### src/rtl/boot_rom_pkg.sv
// Shared types and constants for the boot ROM arbiter slice.
package boot_rom_pkg;

    localparam int ROM_ADDR_W = 10;
    localparam int ROM_WORDS  = 548;

    typedef enum logic {
        PORT_INSTR = 1'b0,
        PORT_DATA  = 1'b1
    } boot_port_e;

    typedef struct packed {
        logic       valid;
        boot_port_e owner;
        logic       err;
    } boot_rsp_t;

endpackage

### src/rtl/boot_rom_rr_arb.sv
// Two-way request/grant arbiter. BOOT_ROM_ARB_RR_EN selects round-robin via a
// last-grant pointer; otherwise INSTR has fixed priority.
module boot_rom_rr_arb
    import boot_rom_pkg::*;
(
`ifdef BOOT_ROM_ARB_RR_EN
    input  logic CLK,
    input  logic RST,
`endif
    input  logic instr_req_i,
    input  logic data_req_i,
    output logic instr_gnt_o,
    output logic data_gnt_o
);

`ifdef BOOT_ROM_ARB_RR_EN
    boot_port_e last_q, last_d;

    // Reset to DATA so INSTR wins the first contention.
    always_ff @(posedge CLK or posedge RST) begin
        if (RST) begin
            last_q <= PORT_DATA;
        end else begin
            last_q <= last_d;
        end
    end

    always_comb begin
        instr_gnt_o = instr_req_i && (!data_req_i || (last_q == PORT_DATA));
        data_gnt_o  = data_req_i && !instr_gnt_o;
        last_d      = last_q;
        if (instr_gnt_o) begin
            last_d = PORT_INSTR;
        end else if (data_gnt_o) begin
            last_d = PORT_DATA;
        end
    end
`else
    always_comb begin
        instr_gnt_o = instr_req_i;
        data_gnt_o  = data_req_i && !instr_req_i;
    end
`endif

endmodule

### src/rtl/boot_rom_arbiter.sv
// Shares the single-ported boot ROM between instruction and data ports with a
// fixed one-cycle response. Optional round-robin: BOOT_ROM_ARB_RR_EN.
module boot_rom_arbiter
    import boot_rom_pkg::*;
#(
    parameter int ROM_ADDR_W = boot_rom_pkg::ROM_ADDR_W,
    parameter int ROM_WORDS  = boot_rom_pkg::ROM_WORDS
) (
    input  logic                  CLK,
    input  logic                  RST,
    input  logic                  instr_req_i,
    input  logic [31:0]           instr_addr_i,
    output logic                  instr_gnt_o,
    output logic                  instr_rvalid_o,
    output logic [31:0]           instr_rdata_o,
    output logic                  instr_err_o,
    input  logic                  data_req_i,
    input  logic                  data_we_i,
    input  logic [31:0]           data_addr_i,
    output logic                  data_gnt_o,
    output logic                  data_rvalid_o,
    output logic [31:0]           data_rdata_o,
    output logic                  data_err_o,
    output logic                  rom_csn_o,
    output logic [ROM_ADDR_W-1:0] rom_a_o,
    input  logic [31:0]           rom_q_i
);

    boot_port_e            sel_port;
    logic [31:0]           sel_addr;
    logic [ROM_ADDR_W-1:0] sel_idx;
    logic                  any_gnt;
    logic                  sel_err;
    logic                  unused_addr_bits;
    boot_rsp_t             rsp_q, rsp_d;

    boot_rom_rr_arb u_arb (
`ifdef BOOT_ROM_ARB_RR_EN
        .CLK         (CLK),
        .RST         (RST),
`endif
        .instr_req_i (instr_req_i),
        .data_req_i  (data_req_i),
        .instr_gnt_o (instr_gnt_o),
        .data_gnt_o  (data_gnt_o)
    );

    // Decode and classify the granted request; errors never touch the ROM.
    always_comb begin
        sel_port  = data_gnt_o ? PORT_DATA : PORT_INSTR;
        sel_addr  = data_gnt_o ? data_addr_i : instr_addr_i;
        sel_idx   = sel_addr[ROM_ADDR_W+1:2];
        any_gnt   = instr_gnt_o || data_gnt_o;
        sel_err   = (data_gnt_o && data_we_i) || (sel_idx >= ROM_ADDR_W'(ROM_WORDS));
        rom_csn_o = !(any_gnt && !sel_err);
        rom_a_o   = rom_csn_o ? '0 : sel_idx;
        rsp_d     = '{valid: any_gnt, owner: sel_port, err: sel_err};
    end

    assign unused_addr_bits = ^{sel_addr[31:ROM_ADDR_W+2], sel_addr[1:0]};

    always_ff @(posedge CLK or posedge RST) begin
        if (RST) begin
            rsp_q <= '{valid: 1'b0, owner: PORT_INSTR, err: 1'b0};
        end else begin
            rsp_q <= rsp_d;
        end
    end

    // ROM Q arrives in the response cycle and is steered without re-registering.
    always_comb begin
        instr_rvalid_o = rsp_q.valid && (rsp_q.owner == PORT_INSTR);
        data_rvalid_o  = rsp_q.valid && (rsp_q.owner == PORT_DATA);
        instr_err_o    = instr_rvalid_o && rsp_q.err;
        data_err_o     = data_rvalid_o && rsp_q.err;
        instr_rdata_o  = (instr_rvalid_o && !rsp_q.err) ? rom_q_i : 32'h0;
        data_rdata_o   = (data_rvalid_o && !rsp_q.err) ? rom_q_i : 32'h0;
    end

endmodule

### config.mk
export PLATFORM = sky130hd
export DESIGN_NAME = boot_rom_arbiter
export DESIGN_NICKNAME = d
export VERILOG_FILES = /design/src/rtl/boot_rom_pkg.sv /design/src/rtl/boot_rom_rr_arb.sv /design/src/rtl/boot_rom_arbiter.sv
export SDC_FILE = /design/constraint.sdc
export NUM_CORES = 1
export LEC_CHECK = 0
export CAP_MARGIN = 15
export CORE_MARGIN = 1.5
export CORE_UTILIZATION = 18
export CTS_CLUSTER_SIZE = 20
export DETAILED_ROUTE_END_ITERATION = 8
export PLACE_DENSITY = 0.81
export SYNTH_ARGS = -nofsm -noshare
export SYNTH_HDL_FRONTEND = slang
export SYNTH_SLANG_ARGS = --single-unit
### constraint.sdc
create_clock -name CLK -period 2.6 [get_ports CLK]
set_input_delay 0.52 -clock CLK [delete_from_list [all_inputs] [get_ports CLK]]
set_output_delay 0.52 -clock CLK [all_outputs]
set_load 0.005 [all_outputs]
# After elaboration in Yosys (flattened, before gate mapping)
# Cells that the tools add are included.
totals:
  regBits: 3
  latch_bits: 0
  ram_bits: 0
  rom_bits: 0
  input_bits: 101
  output_inout_bits: 81
  word_cells: 25
  mem_count: 0
op_classes:
  add_sub_neg: 0
  mul: 0
  div_mod_pow: 0
  n_lt_le_gt_ge: 1
  n_eq_ne: 0
  n_shift: 0
  n_mux: 5
  n_bitwise: 1
  n_reduce_logical: 15
op_table:
  columns: ["op", "n"]
  rows:
  - ["32-bit 2-to-1 mux", 2]
  - ["12-bit 2-to-1 mux", 1]
  - ["10-bit >= comparator (second input constant)", 1]
  - ["10-bit 2-to-1 mux", 1]
  - ["1-bit logical AND", 9]
  - ["1-bit zero test", 4]
  - ["1-bit logical OR", 2]
  - ["1-bit 2-to-1 mux", 1]
  - ["1-bit NOT", 1]

# Logic depth before layout (Yosys ltp)
logic_depth:
  depth_word: 8
  ltp_mapped: 5
  mapped_depth_nobuf: 5

# Cells and area by module
# A second synthesis with hierarchy kept.
unflattened:
  cells_unflattened: 123
  area_unflattened_um2: 870.8
modules_own_cells:
  columns: ["module", "n_inst", "cells_each", "area_each_um2", "seq_area_each_um2"]
  rows:
  - ["boot_rom_arbiter", 1, 121, 849.6, 75.1]
  - ["boot_rom_rr_arb", 1, 2, 21.3, 0.0]

# Worst setup path before layout
# No wires, ideal clock.
synth_timing:
  path_kind: "in2out"
  start: "input port instr_req_i"
  end: "output port rom_csn_o"
  arrival_ns: 1.717
  required_ns: 2.080
  slack_ns: 0.363
  cell_stages: 5
  path_buffers: 1
  cell_sequence: "buf_6 > or4b_4 > o31ai_4 > a41oi_4 > or2_1"
synth_via:
  elab_chain_cells: 8
  word_cells_on_any_way: 10
  classes_between: "1 x order compare; 1 x mux; 8 x reduce/logical"
synth_rtl:
  columns: ["item", "line", "source"]
  rows:
  - ["start, declared", "boot_rom_arbiter.sv:11", "input logic instr_req_i,"]
  - ["1-bit zero test", "boot_rom_rr_arb.sv:41", "data_gnt_o = data_req_i && !instr_req_i;"]
  - ["1-bit logical AND", "boot_rom_rr_arb.sv:41", null]
  - ["12-bit 2-to-1 mux", "boot_rom_arbiter.sv:51", "sel_addr = data_gnt_o ? data_addr_i : instr_addr_i;"]
  - ["10-bit >= comparator", "boot_rom_arbiter.sv:54", "sel_err = (data_gnt_o && data_we_i) || (sel_idx >= ROM_ADDR_W'(ROM_WORDS));"]
  - ["1-bit logical OR", "boot_rom_arbiter.sv:54", null]
  - ["1-bit zero test", "boot_rom_arbiter.sv:55", "rom_csn_o = !(any_gnt && !sel_err);"]
  - ["1-bit logical AND *", "boot_rom_arbiter.sv:55", null]
  - ["1-bit zero test *", "boot_rom_arbiter.sv:55", null]
  - ["end, declared", "boot_rom_arbiter.sv:24", "output logic rom_csn_o,"]
# Mark *: on every way between the ends. The rest lies on a longest branch, timed or not.

# Worst setup path after layout
layout_timing:
  start: "input port data_addr_i[9]"
  end: "output port rom_csn_o"
layout_via:
  elab_chain_cells: 6
layout_rtl:
  columns: ["item", "line", "source"]
  rows:
  - ["start, declared", "boot_rom_arbiter.sv:19", "input logic [31:0] data_addr_i,"]
  - ["12-bit 2-to-1 mux", "boot_rom_arbiter.sv:51", null]
  - ["10-bit >= comparator", "boot_rom_arbiter.sv:54", null]
  - ["1-bit logical OR", "boot_rom_arbiter.sv:54", null]
  - ["1-bit zero test", "boot_rom_arbiter.sv:55", null]
  - ["1-bit logical AND", "boot_rom_arbiter.sv:55", null]
  - ["1-bit zero test", "boot_rom_arbiter.sv:55", null]
# Every way passes these cells.

==> key figures <==
Pwr
  – Lkg Pwr: between 1 and 1.5 nW
  – Comb power frac: between 60% and 70%
  – Power Total: around 520 uW
  – Switching Share: a little over a quarter
  – Seq pwr share: about 10%
  – Net switching power: between 100 and 150 uW
  – Internal Power: 380 uW
  – Max VDD drop: 149 uV
  – Clock power share: between 20% and 30%
  – Pwr Density: 216 mW/mm2

CTS
  – CTS Buffer Depth: 2
  – CTS tree: yes
  – Num CTS Buffers: 3
  – Num Clock Sinks: 3
  – Clk slew on worst S/H paths: 0.03 ns
  – Root Driver: clkbuf_8
  – # H-tree levels: 1
  – Post-CTS Hold Fix Bufs: 0

Synthesis
  – Mapped Nets: around 230
  – Synthesized area: about 850 um2
  – Post-synthesis instance total: roughly 130
  – Synth warnings: 0
  – Register area share after synthesis: under 10%
  – Yosys reg bits: 3
  – Syn_area_per_cell: ~6.8 um2
  – Synth unique cells: 26

Drt
  – Residual DRC: 0
  – Final wirelength: approximately 4000 um
  – Router iterations before antenna repair: 4
  – Drt via density: around 4.3
  – DR vias: between 1k and 1.5k
  – Antenna viol nets, final: 0
  – Number of DRC violations after detailed-routing iteration 0: 24
  – WL per Instance: approximately 12 um

Die
  – Die area: between 0.005 and 0.006 mm2
  – Horiz. Die Dim: slightly above 70 um
  – Core footprint: 0.00447 mm2
  – Starting Density: between 10% and 20%
  – Ports: ~180
  – Cell row count: 24
  – Die Y: around 72 um

Timing
  – Max-slew violations: 0
  – Rel. slew slack: just over 80%
  – Fin crit period: around 2.5 ns
  – Hold Vio Cnt, Final: 0
  – Setup violators final: 0
  – Slew @ Worst Pin: roughly 0.28 ns
  – Hold WS: about 0.47 ns
  – RSZ-0062 raised after global routing: false
  – Fin crit share: a little over nine tenths
  – Max Freq: a little under 400 MHz

Setup path
  – Critical path class: input pin to primary output
  – Worst EP arrival: roughly 2 ns
  – Critical Path End Type: primary output
  – CP Launch Type: input pin
  – Worst Path Required: about 2.1 ns
  – Max FO, Critical Path: 4

Global route
  – First-pass GRT wire length: between 6000 and 7000 um
  – Gr ovfl total: 0
  – Overall Global Routing Usage: about 15%
  – Initial antenna violation count: 0
  – Vias in the first global route: between 1k and 1.5k
  – Maximum number of pins on one net before global-route repair: 33

Finish
  – Layout cell share with drive strength beyond 1: ~15%
  – Antenna cells: 0
  – Largest register FFs: 3
  – Reg area: about 75 um2
  – Area growth, synth to finish: 183%
  – Non-Filler Instances: 326
  – Largest register by flop count: rsp_q
  – Nets: around 380
  – Post-route cell area: 0.00241 mm2
  – Layout filler cell count: around 440
  – Area of the multi-input gates: roughly 760 um2
  – Largest registers: rsp_q x3

Placement
  – Routability congestion estimate: just under 0.8
  – HPWL Detailed: ~3400 um
  – IO buf count: between 100 and 150
  – Dpl cell area: about 0.0023 mm2
  – Dpl cells: approximately 320

Outcome
  – Result of the run: finished clean

Hold path
  – Worst min-delay path class: input pin to async pin

Run
  – # Max-Cap Violations: 0
-- path summary, 6_finish.rpt --
path | startpoint | end | slack (ns)
max in group asynchronous | RST | rsp_q[1] | 2.00
min | RST | rsp_q[2] | 0.47
min in group CLK | instr_req_i | rsp_q[2] | 0.65
max | data_addr_i[9] | rom_csn_o | 0.06
-- logic make-up after synthesis --
kind of cell	count (synthesis)	share of synthesized area (%)
AO/OA/AOI/OAI	13	13.3
buffers and inverters	12	6.59
flip-flops	3	8.78
multiplexers	2	2.34
AND/OR/NAND/NOR	95	69.0
-- layer usage --
metal  track usage (%)  share of wire (%)  wire, um  up-vias
met1              14.8                 34      1380      615
li1                  -                  -         -      709
met2              30.1                 54      2200       91
met3              3.61                 11       468        2
met5                 0                  0         0        -
met4              3.56               0.56        23        0
-- cells in the final DEF, fill, tap and decap left out --
| master | netlist | final |
|---|---|---|
| mux2i_1 | 2 | 2 |
| nand2_1 | 8 | 8 |
| clkbuf_8 | 0 | 3 |
| clkbuf_1 | 7 | 1 |
| or2_2 | 1 | 1 |
| buf_2 | 0 | 10 |
| or2_1 | 1 | 1 |
| o311ai_4 | 0 | 1 |
| or4b_4 | 1 | 1 |
| dlymetal6s2s_1 | 0 | 4 |
| buf_4 | 1 | 15 |
| nand4_1 | 1 | 1 |
| a41oi_4 | 1 | 1 |
| o31ai_4 | 1 | 1 |
| o311ai_2 | 0 | 1 |
| clkbuf_2 | 0 | 1 |
| nand2b_2 | 0 | 1 |
| clkdlybuf4s50_1 | 0 | 115 |
| inv_1 | 2 | 1 |
| dfrtp_1 | 3 | 3 |
| nor3b_1 | 1 | 1 |
| nor2_1 | 1 | 1 |
| and2_1 | 66 | 66 |
| nand3b_1 | 8 | 8 |
| inv_4 | 0 | 1 |
| and3_1 | 1 | 1 |
| buf_6 | 1 | 3 |
| a21o_1 | 1 | 1 |
| a21oi_1 | 8 | 8 |
| dlygate4sd2_1 | 0 | 7 |
| nor2b_1 | 4 | 4 |
| nor3_2 | 0 | 1 |
-- what timing repair did --
item / in CTS / in global routing
pin swaps: 4 / 5
resized for setup: 57 / 9
endpoints found under the setup margin: 11 / 8
buffers inserted: 7 / 0
-- worst max-delay path, stage by stage --
cell and delay (ns):
buf_2 0.11, or4b_4 0.55, o31ai_4 0.09, a41oi_4 0.15
buf_6 0.15, buf_6 0.11, or2_1 0.21, buf_2 0.12
-- power groups by stage --
stage | sequential (mW) | combinational, mW | clock [mW]
floorplan | 0.0523 | 0.0975 | 0
global placement | 0.0527 | 0.328 | 0
detailed placement | 0.0529 | 0.331 | 0
CTS | 0.0524 | 0.341 | 0.136
global route | 0.0527 | 0.366 | 0.140
finish | 0.0523 | 0.338 | 0.132
-- final cells by class --
class	instances	area share, %
inverter	2	0.415
clock buffer	4	1.87
tap	52	2.69
timing repair buffer	155	60.6
sequential	3	3.11
multi-input combinational	110	31.3
-- synthesized netlist by cell type, drive strengths merged --
| cell | number | area share, % |
|---|---|---|
| a21o | 1 | 0.88 |
| a21oi | 8 | 4.7 |
| a41oi | 1 | 3.2 |
| and2 | 66 | 48 |
| and3 | 1 | 0.73 |
| buf | 3 | 2.6 |
| clkbuf | 7 | 3.1 |
| dfrtp | 3 | 8.8 |
| inv | 2 | 0.88 |
| mux2i | 2 | 2.3 |
| nand2 | 8 | 3.5 |
| nand2b | 1 | 0.73 |
| nand3b | 8 | 7.0 |
| nand4 | 1 | 0.73 |
| nor2 | 1 | 0.44 |
| nor2b | 4 | 2.9 |
| nor3 | 1 | 0.59 |
| nor3b | 1 | 0.88 |
| o311ai | 2 | 2.1 |
| o31ai | 1 | 2.5 |
| or2 | 2 | 1.5 |
| or4b | 1 | 1.6 |
-- per-stage QoR --
stage | setup WS, ns | util (%) | setup TNS [ns]
after floorplan | 0.363 | - | 0
after global placement | -0.508 | 52.0 | -5.13
after detailed placement | -0.524 | 52.0 | -5.31
after CTS | 0.00146 | 53.9 | 0
after global routing | 0.0174 | 54.0 | 0
final | 0.0626 | 54.0 | 0
Note: power is estimated with default switching activity, not from simulation.
